===== src/rtl/chip_bus_pkg.sv =====
// Shared widths, types and helpers for the chip bus method block.
// The call counters are only built when CHIP_BUS_CALL_COUNT_EN is defined.
package chip_bus_pkg;

    localparam int DATA_W = 64;
    localparam int ADDR_W = 32;
    localparam int CNT_W  = 16;

    typedef logic [DATA_W-1:0] data_t;
    typedef logic [ADDR_W-1:0] addr_t;
    typedef logic [CNT_W-1:0]  cnt_t;

    // Folds the two halves of a request word into a bus address (base not applied).
    function automatic addr_t fold_addr(input data_t d);
        return d[DATA_W-1:ADDR_W] ^ d[ADDR_W-1:0];
    endfunction

    function automatic cnt_t sat_inc(input cnt_t c);
        return (c == '1) ? c : c + cnt_t'(1);
    endfunction

endpackage


===== src/rtl/chip_bus_parity.sv =====
// Parity method: 64-bit XOR reduction with optional inversion, registered.
// Every par_valid cycle is accepted; the result pulses par_rsp_valid one cycle later.
module chip_bus_parity
    import chip_bus_pkg::*;
#(
    parameter logic ODD_PARITY = 1'b0
) (
    input  logic  clock,
    input  logic  resetN,
    input  logic  par_valid,
    input  data_t par_data,
    output logic  par_rsp_valid,
    output logic  par_out
);

    logic par_bit;

    assign par_bit = (^par_data) ^ ODD_PARITY;

    always_ff @(posedge clock) begin
        if (resetN) begin
            par_rsp_valid <= 1'b0;
            par_out       <= 1'b0;
        end else begin
            par_rsp_valid <= par_valid;
            // Result holds between requests so a late reader still sees the last value.
            if (par_valid) begin
                par_out <= par_bit;
            end
        end
    end

endmodule


===== src/rtl/chip_bus_modport.sv =====
// Chip bus method block: Read (address fold) and Parity_gen channels.
// Optional saturating call counters are built when CHIP_BUS_CALL_COUNT_EN is defined.
module chip_bus_modport
    import chip_bus_pkg::*;
#(
    parameter addr_t BASE_ADDR  = 32'h0000_0000,
    parameter logic  ODD_PARITY = 1'b0
) (
    input  logic  clock,
    input  logic  resetN,
    input  logic  rd_valid,
    output logic  rd_ready,
    input  data_t rd_data,
    output logic  rd_rsp_valid,
    input  logic  rd_rsp_ready,
    output addr_t rd_address,
    input  logic  par_valid,
    input  data_t par_data,
    output logic  par_rsp_valid,
    output logic  par_out,
    output cnt_t  rd_count,
    output cnt_t  par_count
);

    // Handshake: a transfer happens on a rising edge where valid && ready are both 1;
    // valid never depends on ready, and a raised response valid holds, with its data
    // stable, until the matching ready is seen.
    logic rd_accept;

    // One-entry response slot: a new request may enter whenever the slot is empty
    // or is being drained in this same cycle.
    assign rd_ready  = !rd_rsp_valid || rd_rsp_ready;
    assign rd_accept = rd_valid && rd_ready;

    always_ff @(posedge clock) begin
        if (resetN) begin
            rd_rsp_valid <= 1'b0;
            rd_address   <= '0;
        end else if (rd_accept) begin
            rd_rsp_valid <= 1'b1;
            rd_address   <= fold_addr(rd_data) + BASE_ADDR;
        end else if (rd_rsp_ready) begin
            rd_rsp_valid <= 1'b0;
        end
    end

    chip_bus_parity #(
        .ODD_PARITY (ODD_PARITY)
    ) u_parity (
        .clock         (clock),
        .resetN        (resetN),
        .par_valid     (par_valid),
        .par_data      (par_data),
        .par_rsp_valid (par_rsp_valid),
        .par_out       (par_out)
    );

`ifdef CHIP_BUS_CALL_COUNT_EN
    cnt_t rd_cnt_q;
    cnt_t par_cnt_q;

    always_ff @(posedge clock) begin
        if (resetN) begin
            rd_cnt_q  <= '0;
            par_cnt_q <= '0;
        end else begin
            if (rd_accept) begin
                rd_cnt_q <= sat_inc(rd_cnt_q);
            end
            if (par_valid) begin
                par_cnt_q <= sat_inc(par_cnt_q);
            end
        end
    end

    assign rd_count  = rd_cnt_q;
    assign par_count = par_cnt_q;
`else
    assign rd_count  = '0;
    assign par_count = '0;
`endif

endmodule


===== config.mk =====
export PLATFORM = sky130hd
export DESIGN_NAME = chip_bus_modport
export DESIGN_NICKNAME = d
export VERILOG_FILES = /design/src/rtl/chip_bus_pkg.sv /design/src/rtl/chip_bus_parity.sv /design/src/rtl/chip_bus_modport.sv
export SDC_FILE = /design/constraint.sdc
export NUM_CORES = 1
export LEC_CHECK = 0
export CAP_MARGIN = 20
export CORE_MARGIN = 5
export CORE_UTILIZATION = 28
export CTS_BUF_LIST = sky130_fd_sc_hd__clkbuf_16
export CTS_CLUSTER_SIZE = 16
export DETAILED_ROUTE_END_ITERATION = 7
export PLACE_DENSITY = 0.8
export SYNTH_ARGS = -nofsm -noshare
export SYNTH_HDL_FRONTEND = slang
export SYNTH_SLANG_ARGS = --single-unit

===== constraint.sdc =====
create_clock -name clock -period 1.4 [get_ports clock]
set_input_delay 0.21 -clock clock [delete_from_list [all_inputs] [get_ports clock]]
set_output_delay 0.21 -clock clock [all_outputs]
set_load 0.05 [all_outputs]

==> results.yml, run 1 <==
run_status:
  status: "finished clean"
floorplan:
  coreArea_mm2: 0.00773
  start_util_pct: 28.8
  io_pins: 201
  die_h_um: 99.1
  num_rows: 32
  die_area_mm2: 0.00982
  die_x_um: 99.1
setup_path:
  reg2reg_from: "rd_rsp_valid$_SDFFE_PP0P_"
  crit_chain: "dlygate4sd2_1 -> xnor2_1 -> xnor2_1 -> xnor2_1 -> xnor2_1 -> xnor2_1 -> xnor2_1 -> a211oi_2"
  endpoint: "u_parity.par_out$_SDFFE_PP0P_"
  worstPathArrival_ps: 1510
  worst_path_most_repeated_cell: "xnor2_1"
  path_max_fanout: 1
  path_buf_inv: 1
  r2r-end: "rd_address[3]$_SDFFE_PP0P_"
  end_kind: "flop"
  r2r_slack_ps: 150
  cp_num_cells: 8
  reg2reg_depth: 5
  critPathLaunch: "par_data[55]"
  cp_top_family: "XOR/XNOR gates"
  required_ps: 1550
  critical_path_class: "in2reg"
  start_kind: "input port"
  max_stage_delay_ps: 240
  cpMaxStageDelayCell: "dlygate4sd2_1"
global_route:
  antenna_found_initial: 0
  grt_pass1_vias: 2177
  track_usage_pct: 12.8
  grt_max_degree: 37
  grt-ovfl-total: 0
  grt_pass1_wl_mm: 10.2
synth:
  synth_top_cells_by_area: "xnor2_1, dfxtp_1, a211oi_1"
  syn-cell-area_mm2: 0.00222
  yosys.area.top_type_share_pct: 35.1
  synth_xor_xnor_area_share_pct: 37.4
  yosys_warnings: 0
  synthCells: 245
  synth_compound_area_share_pct: 11.6
  ys_seq_elements: 35
  synthSimpleGateAreaFrac_pct: 6.42
  muxShareOfSynthArea_pct: 0
  synth_top_family_by_area: "XOR/XNOR gates"
  syn_area_per_cell_um2: 9.07
  ys_types: 15
  yosys.area.top_type: "xnor2_1"
  synth_seq_area_share_pct: 31.5
  synth_fa_ha_area_share_pct: 0
final_layout:
  drive_above_1_share_pct: 14.0
  fillCellCount: 671
  seqCellArea_um2: 704
  area_growth_pct: 102
  multiInputGateArea_mm2: 0.00139
  diodes: 0
  fin_area_mm2: 0.00448
  nets: 547
  fin_util_pct: 58.0
  instances_no_fill: 517
timing:
  fmax_mhz: 740
  finalClockSkew_ps: 2.24
  period_minus_slack_ps: 1350
  finalHoldViolCount: 0
  finalSetupViolations: 0
  finalSetupTns_ps: 0
  rsz0062_at_grt: "yes"
  post-route-period-util_pct: 96.5
  hold_slack_ps: 522
  layout_setup_ws_ps: 49.0
  finalMaxSlewViolations: 0
place:
  dp_hpwl_mm: 5.97
  dpl-instance-area_mm2: 0.00431
  dp_cells: 508
  place.gp.congestion: 0.742
  port_buffers: 168
  post-place-ws_ps: -578
routing:
  vias: 2156
  vias_per_cell: 4.17
  wl_per_cell_um: 13.2
  drtAntennaViolNets: 0
  drt_pre_antenna_iters: 4
  drtIter0Drc: 22
  drc: 0
  wl_mm: 6.80
power:
  power_density_mw_per_mm2: 1020
  static-leakage-power_nw: 1.79
  power_mw: 4.58
  ir_worst_vdd_v: 0.000630
clock_network:
  htreeDepth: 2
  cts_root_buf: "clkbuf_16"
  cts.sinks: 35
  clk_path_buf_depth: 2
  numCtsBuffers: 5
  insertion_delay_ps: 270
  cts_tree: "done"
  post_cts_buffers: 0
  clkSlewWorstSetupHoldPaths_ps: 50
job:
  maxCapViolCount: 0
worst_hold_path:
  min_path_type: "in2reg"
worst min-delay path, stage by stage:
cell             delay, ps
clkdlybuf4s50_1        420
inv_1                   70
a21oi_1                 50
sequential cells by signal, indices dropped and copies added (netlist names):
register and flops:
u_parity.par_out 1, u_parity.par_rsp_valid 1, rd_rsp_valid 1, rd_address 32
synthesized netlist by cell type:
cell	n
a211oi_1	32
a211oi_2	1
a21oi_1	1
and2_1	1
buf_1	6
buf_4	32
clkbuf_1	5
conb_1	1
dfxtp_1	35
inv_1	1
nand2b_1	1
nor2_1	33
nor2b_1	1
xnor2_1	89
xor2_1	6
cell type report:
class	instances	share of cell area (%)
Sequential cell	35	15.7
Inverter	1	0.0838
Timing Repair Buffer	174	46.5
Tap cell	102	2.85
Clock buffer	5	2.79
Clock inverter	3	0.978
Multi-Input combinational cell	197	31.1
metal layers:
layer  vias up  track usage (%)  wire length [um]
li1       1071                -                 -
met1       957             12.5              2310
met2       124             24.8              3690
met3         4             5.24               750
met4         0             3.15                49
met5         -                0                 0
power breakdown:
group / leakage (nW) / total (mW) / internal, mW / switching (mW)
combinational: 1.41 / 2.16 / 1.12 / 1.04
clock: 0.0838 / 1.23 / 0.838 / 0.392
sequential: 0.291 / 1.19 / 1.09 / 0.0994
kinds of logic after synthesis:
kind of cell	Yosys count
buffers and inverters	44
other	1
AOI/OAI and AO/OA	34
and+or+nand+nor	36
DFF	35
xor gates and xnor gates	95
worst min-delay path by stage:
stage	from	end	cells past startpoint	slack, ps
after global placement	rd_address[4]$_SDFFE_PP0P_	rd_address[4]$_SDFFE_PP0P_	2	520
final	rd_valid	rd_rsp_valid$_SDFFE_PP0P_	3	520
after CTS	rd_valid	rd_rsp_valid$_SDFFE_PP0P_	3	510
after global routing	rd_valid	rd_rsp_valid$_SDFFE_PP0P_	3	520
after floorplan	par_valid	u_parity.par_out$_SDFFE_PP0P_	1	300
after detailed placement	rd_address[18]$_SDFFE_PP0P_	rd_address[18]$_SDFFE_PP0P_	2	530
timing repair:
| action | CTS | global route |
|---|---|---|
| endpoints found under the setup margin | 1 | 2 |
| pin swaps | 64 | 0 |
| hold endpoints to repair | 0 | 0 |
| gates resized for setup | 83 | 2 |
| cloned | 0 | 1 |
| hold buffers | 0 | 0 |
placed cells by master (no fill, tap or decap), types with 2 or more instances in the layout:
cell type / instances
xnor2_1: 85
xor2_1: 6
a211oi_1: 32
clkdlybuf4s15_1: 17
clkbuf_16: 6
dfxtp_1: 34
conb_1: 32
buf_4: 2
nor2_1: 33
dlygate4sd2_1: 47
buf_12: 39
clkdlybuf4s50_1: 68
xnor2_2: 4
No activity file was read; power rests on OpenSTA's default activity.
==> inputs of run 2 (changes only) <==
--- a/config.mk
+++ b/config.mk
@@ -6,7 +6,7 @@
 export NUM_CORES = 1
 export LEC_CHECK = 0
 export CAP_MARGIN = 20
-export CORE_MARGIN = 5
+export CORE_MARGIN = 3
 export CORE_UTILIZATION = 28
 export CTS_BUF_LIST = sky130_fd_sc_hd__clkbuf_16
 export CTS_CLUSTER_SIZE = 16
==> results.yml, run 2 (synthesized netlist as in run 1, its figures left out) <==
routing:
  drc: 0
  wl_per_cell_um: 12.6
  drt_pre_antenna_iters: 2
  wl_mm: 6.47
  vias: 2119
  drtAntennaViolNets: 0
  vias_per_cell: 4.13
  drtIter0Drc: 34
clock_network:
  cts.hold.buffers_added: 0
  cts_tree: "done"
  cts.sinks: 35
  insertion_delay_ps: 270
  clk_path_buf_depth: 2
  post_cts_buffers: 0
  numCtsBuffers: 5
  htreeDepth: 2
  clkSlewWorstSetupHoldPaths_ps: 60
  cts_root_buf: "clkbuf_16"
floorplan:
  io_pins: 201
  die_h_um: 95.1
  die_x_um: 95.1
  die_area_mm2: 0.00904
  num_rows: 31
  start_util_pct: 29.7
  coreArea_mm2: 0.00749
final_layout:
  seqCellArea_um2: 704
  regMostFlops: "rd_address"
  fin_area_mm2: 0.00449
  area_growth_pct: 102
  multiInputGateArea_mm2: 0.00153
  drive_above_1_share_pct: 25.4
  layout.cells.most_common: "clkdlybuf4s50_1"
  largest_reg_flops: 32
  diodes: 0
  fillCellCount: 638
  nets: 546
  final_cell_mix: "clkdlybuf4s50_1, xnor2_1, buf_12"
global_route:
  grt_pass1_vias: 2136
  grt_max_degree: 47
  grt_pass1_wl_mm: 9.41
  track_usage_pct: 13.3
  grt-ovfl-total: 0
  antenna_found_initial: 0
setup_path:
  start_kind: "input port"
  path_max_fanout: 1
  worstPathArrival_ps: 1560
  end_kind: "flop"
  required_ps: 1600
  critical_path_class: "in2reg"
run_status:
  status: "finished clean"
power:
  power_mw: 4.58
  ir_worst_vdd_v: 0.000614
  power_density_mw_per_mm2: 1020
  static-leakage-power_nw: 1.84
place:
  port_buffers: 168
  dp_hpwl_mm: 5.62
  dpl-instance-area_mm2: 0.00431
  post-place-ws_ps: -646
  place.gp.congestion: 0.687
timing:
  finalSetupViolations: 0
  layout_setup_ws_ps: 37.5
  finalClockSkew_ps: 3.64
  finalMaxSlewViolations: 0
  hold_slack_ps: 506
  post-route-period-util_pct: 97.3
  fmax_mhz: 734
  period_minus_slack_ps: 1360
  rsz0062_at_grt: "yes"
  finalHoldViolCount: 0
worst_hold_path:
  min_path_type: "in2reg"
job:
  maxCapViolCount: 0
==> run 2: what timing repair did <==
item,in CTS,in global routing
setup endpoints to repair,1,1
gates cloned,0,0
hold endpoints to repair,0,0
resized for setup,126,49
pin swaps,64,53
==> run 2: layout make-up <==
| class | count | area share (%) |
|---|---|---|
| clock inverter | 2 | 0.307 |
| inverter | 1 | 0.0837 |
| multi-input combinational | 197 | 34.2 |
| tap | 99 | 2.76 |
| clock buffer | 6 | 3.35 |
| sequential | 35 | 15.7 |
| timing repair buffer | 173 | 43.6 |
==> run 2: critical path: stages <==
cell and delay [ps]:
dlygate4sd2_1 250, xnor2_2 150, xnor2_2 150, xnor2_2 150, xnor2_1 200, xnor2_1 150, xnor2_1 100, a211oi_2 200
==> run 2: metal layers <==
metal  share of wire (%)  global-route usage, %  up-vias
met5                   0                      0        -
met3                  12                   4.58        4
met1                  34                   13.2      924
li1                    -                      -     1066
met4                0.91                   4.09        0
met2                  53                   25.7      125
==> run 2: through the flow <==
step / cells / util (%) / TNS, ps
after detailed placement: 505 / 57.6 / -4270
final: 513 / 59.9 / 0
after global routing: 513 / 59.9 / -32.2
after floorplan: 276 / - / 0
after global placement: 505 / 57.6 / -3750
after CTS: 513 / 59.7 / 0
==> run 2: worst paths after layout <==
kind / startpoint / cells after the start / endpoint / slack, ps
worst min register to register: rd_address[25]$_SDFFE_PP0P_ / 2 / rd_address[25]$_SDFFE_PP0P_ / 530
worst max register to register: rd_rsp_valid$_SDFFE_PP0P_ / 5 / rd_address[26]$_SDFFE_PP0P_ / 210
worst min-delay path: rd_valid / 3 / rd_rsp_valid$_SDFFE_PP0P_ / 510
worst max-delay path: par_data[16] / 8 / u_parity.par_out$_SDFFE_PP0P_ / 40
==> run 2: where the power goes <==
part           total, mW  switching (mW)  internal, mW
sequential          1.19          0.0946          1.09
clock               1.17           0.407         0.766
combinational       2.22            1.08          1.14
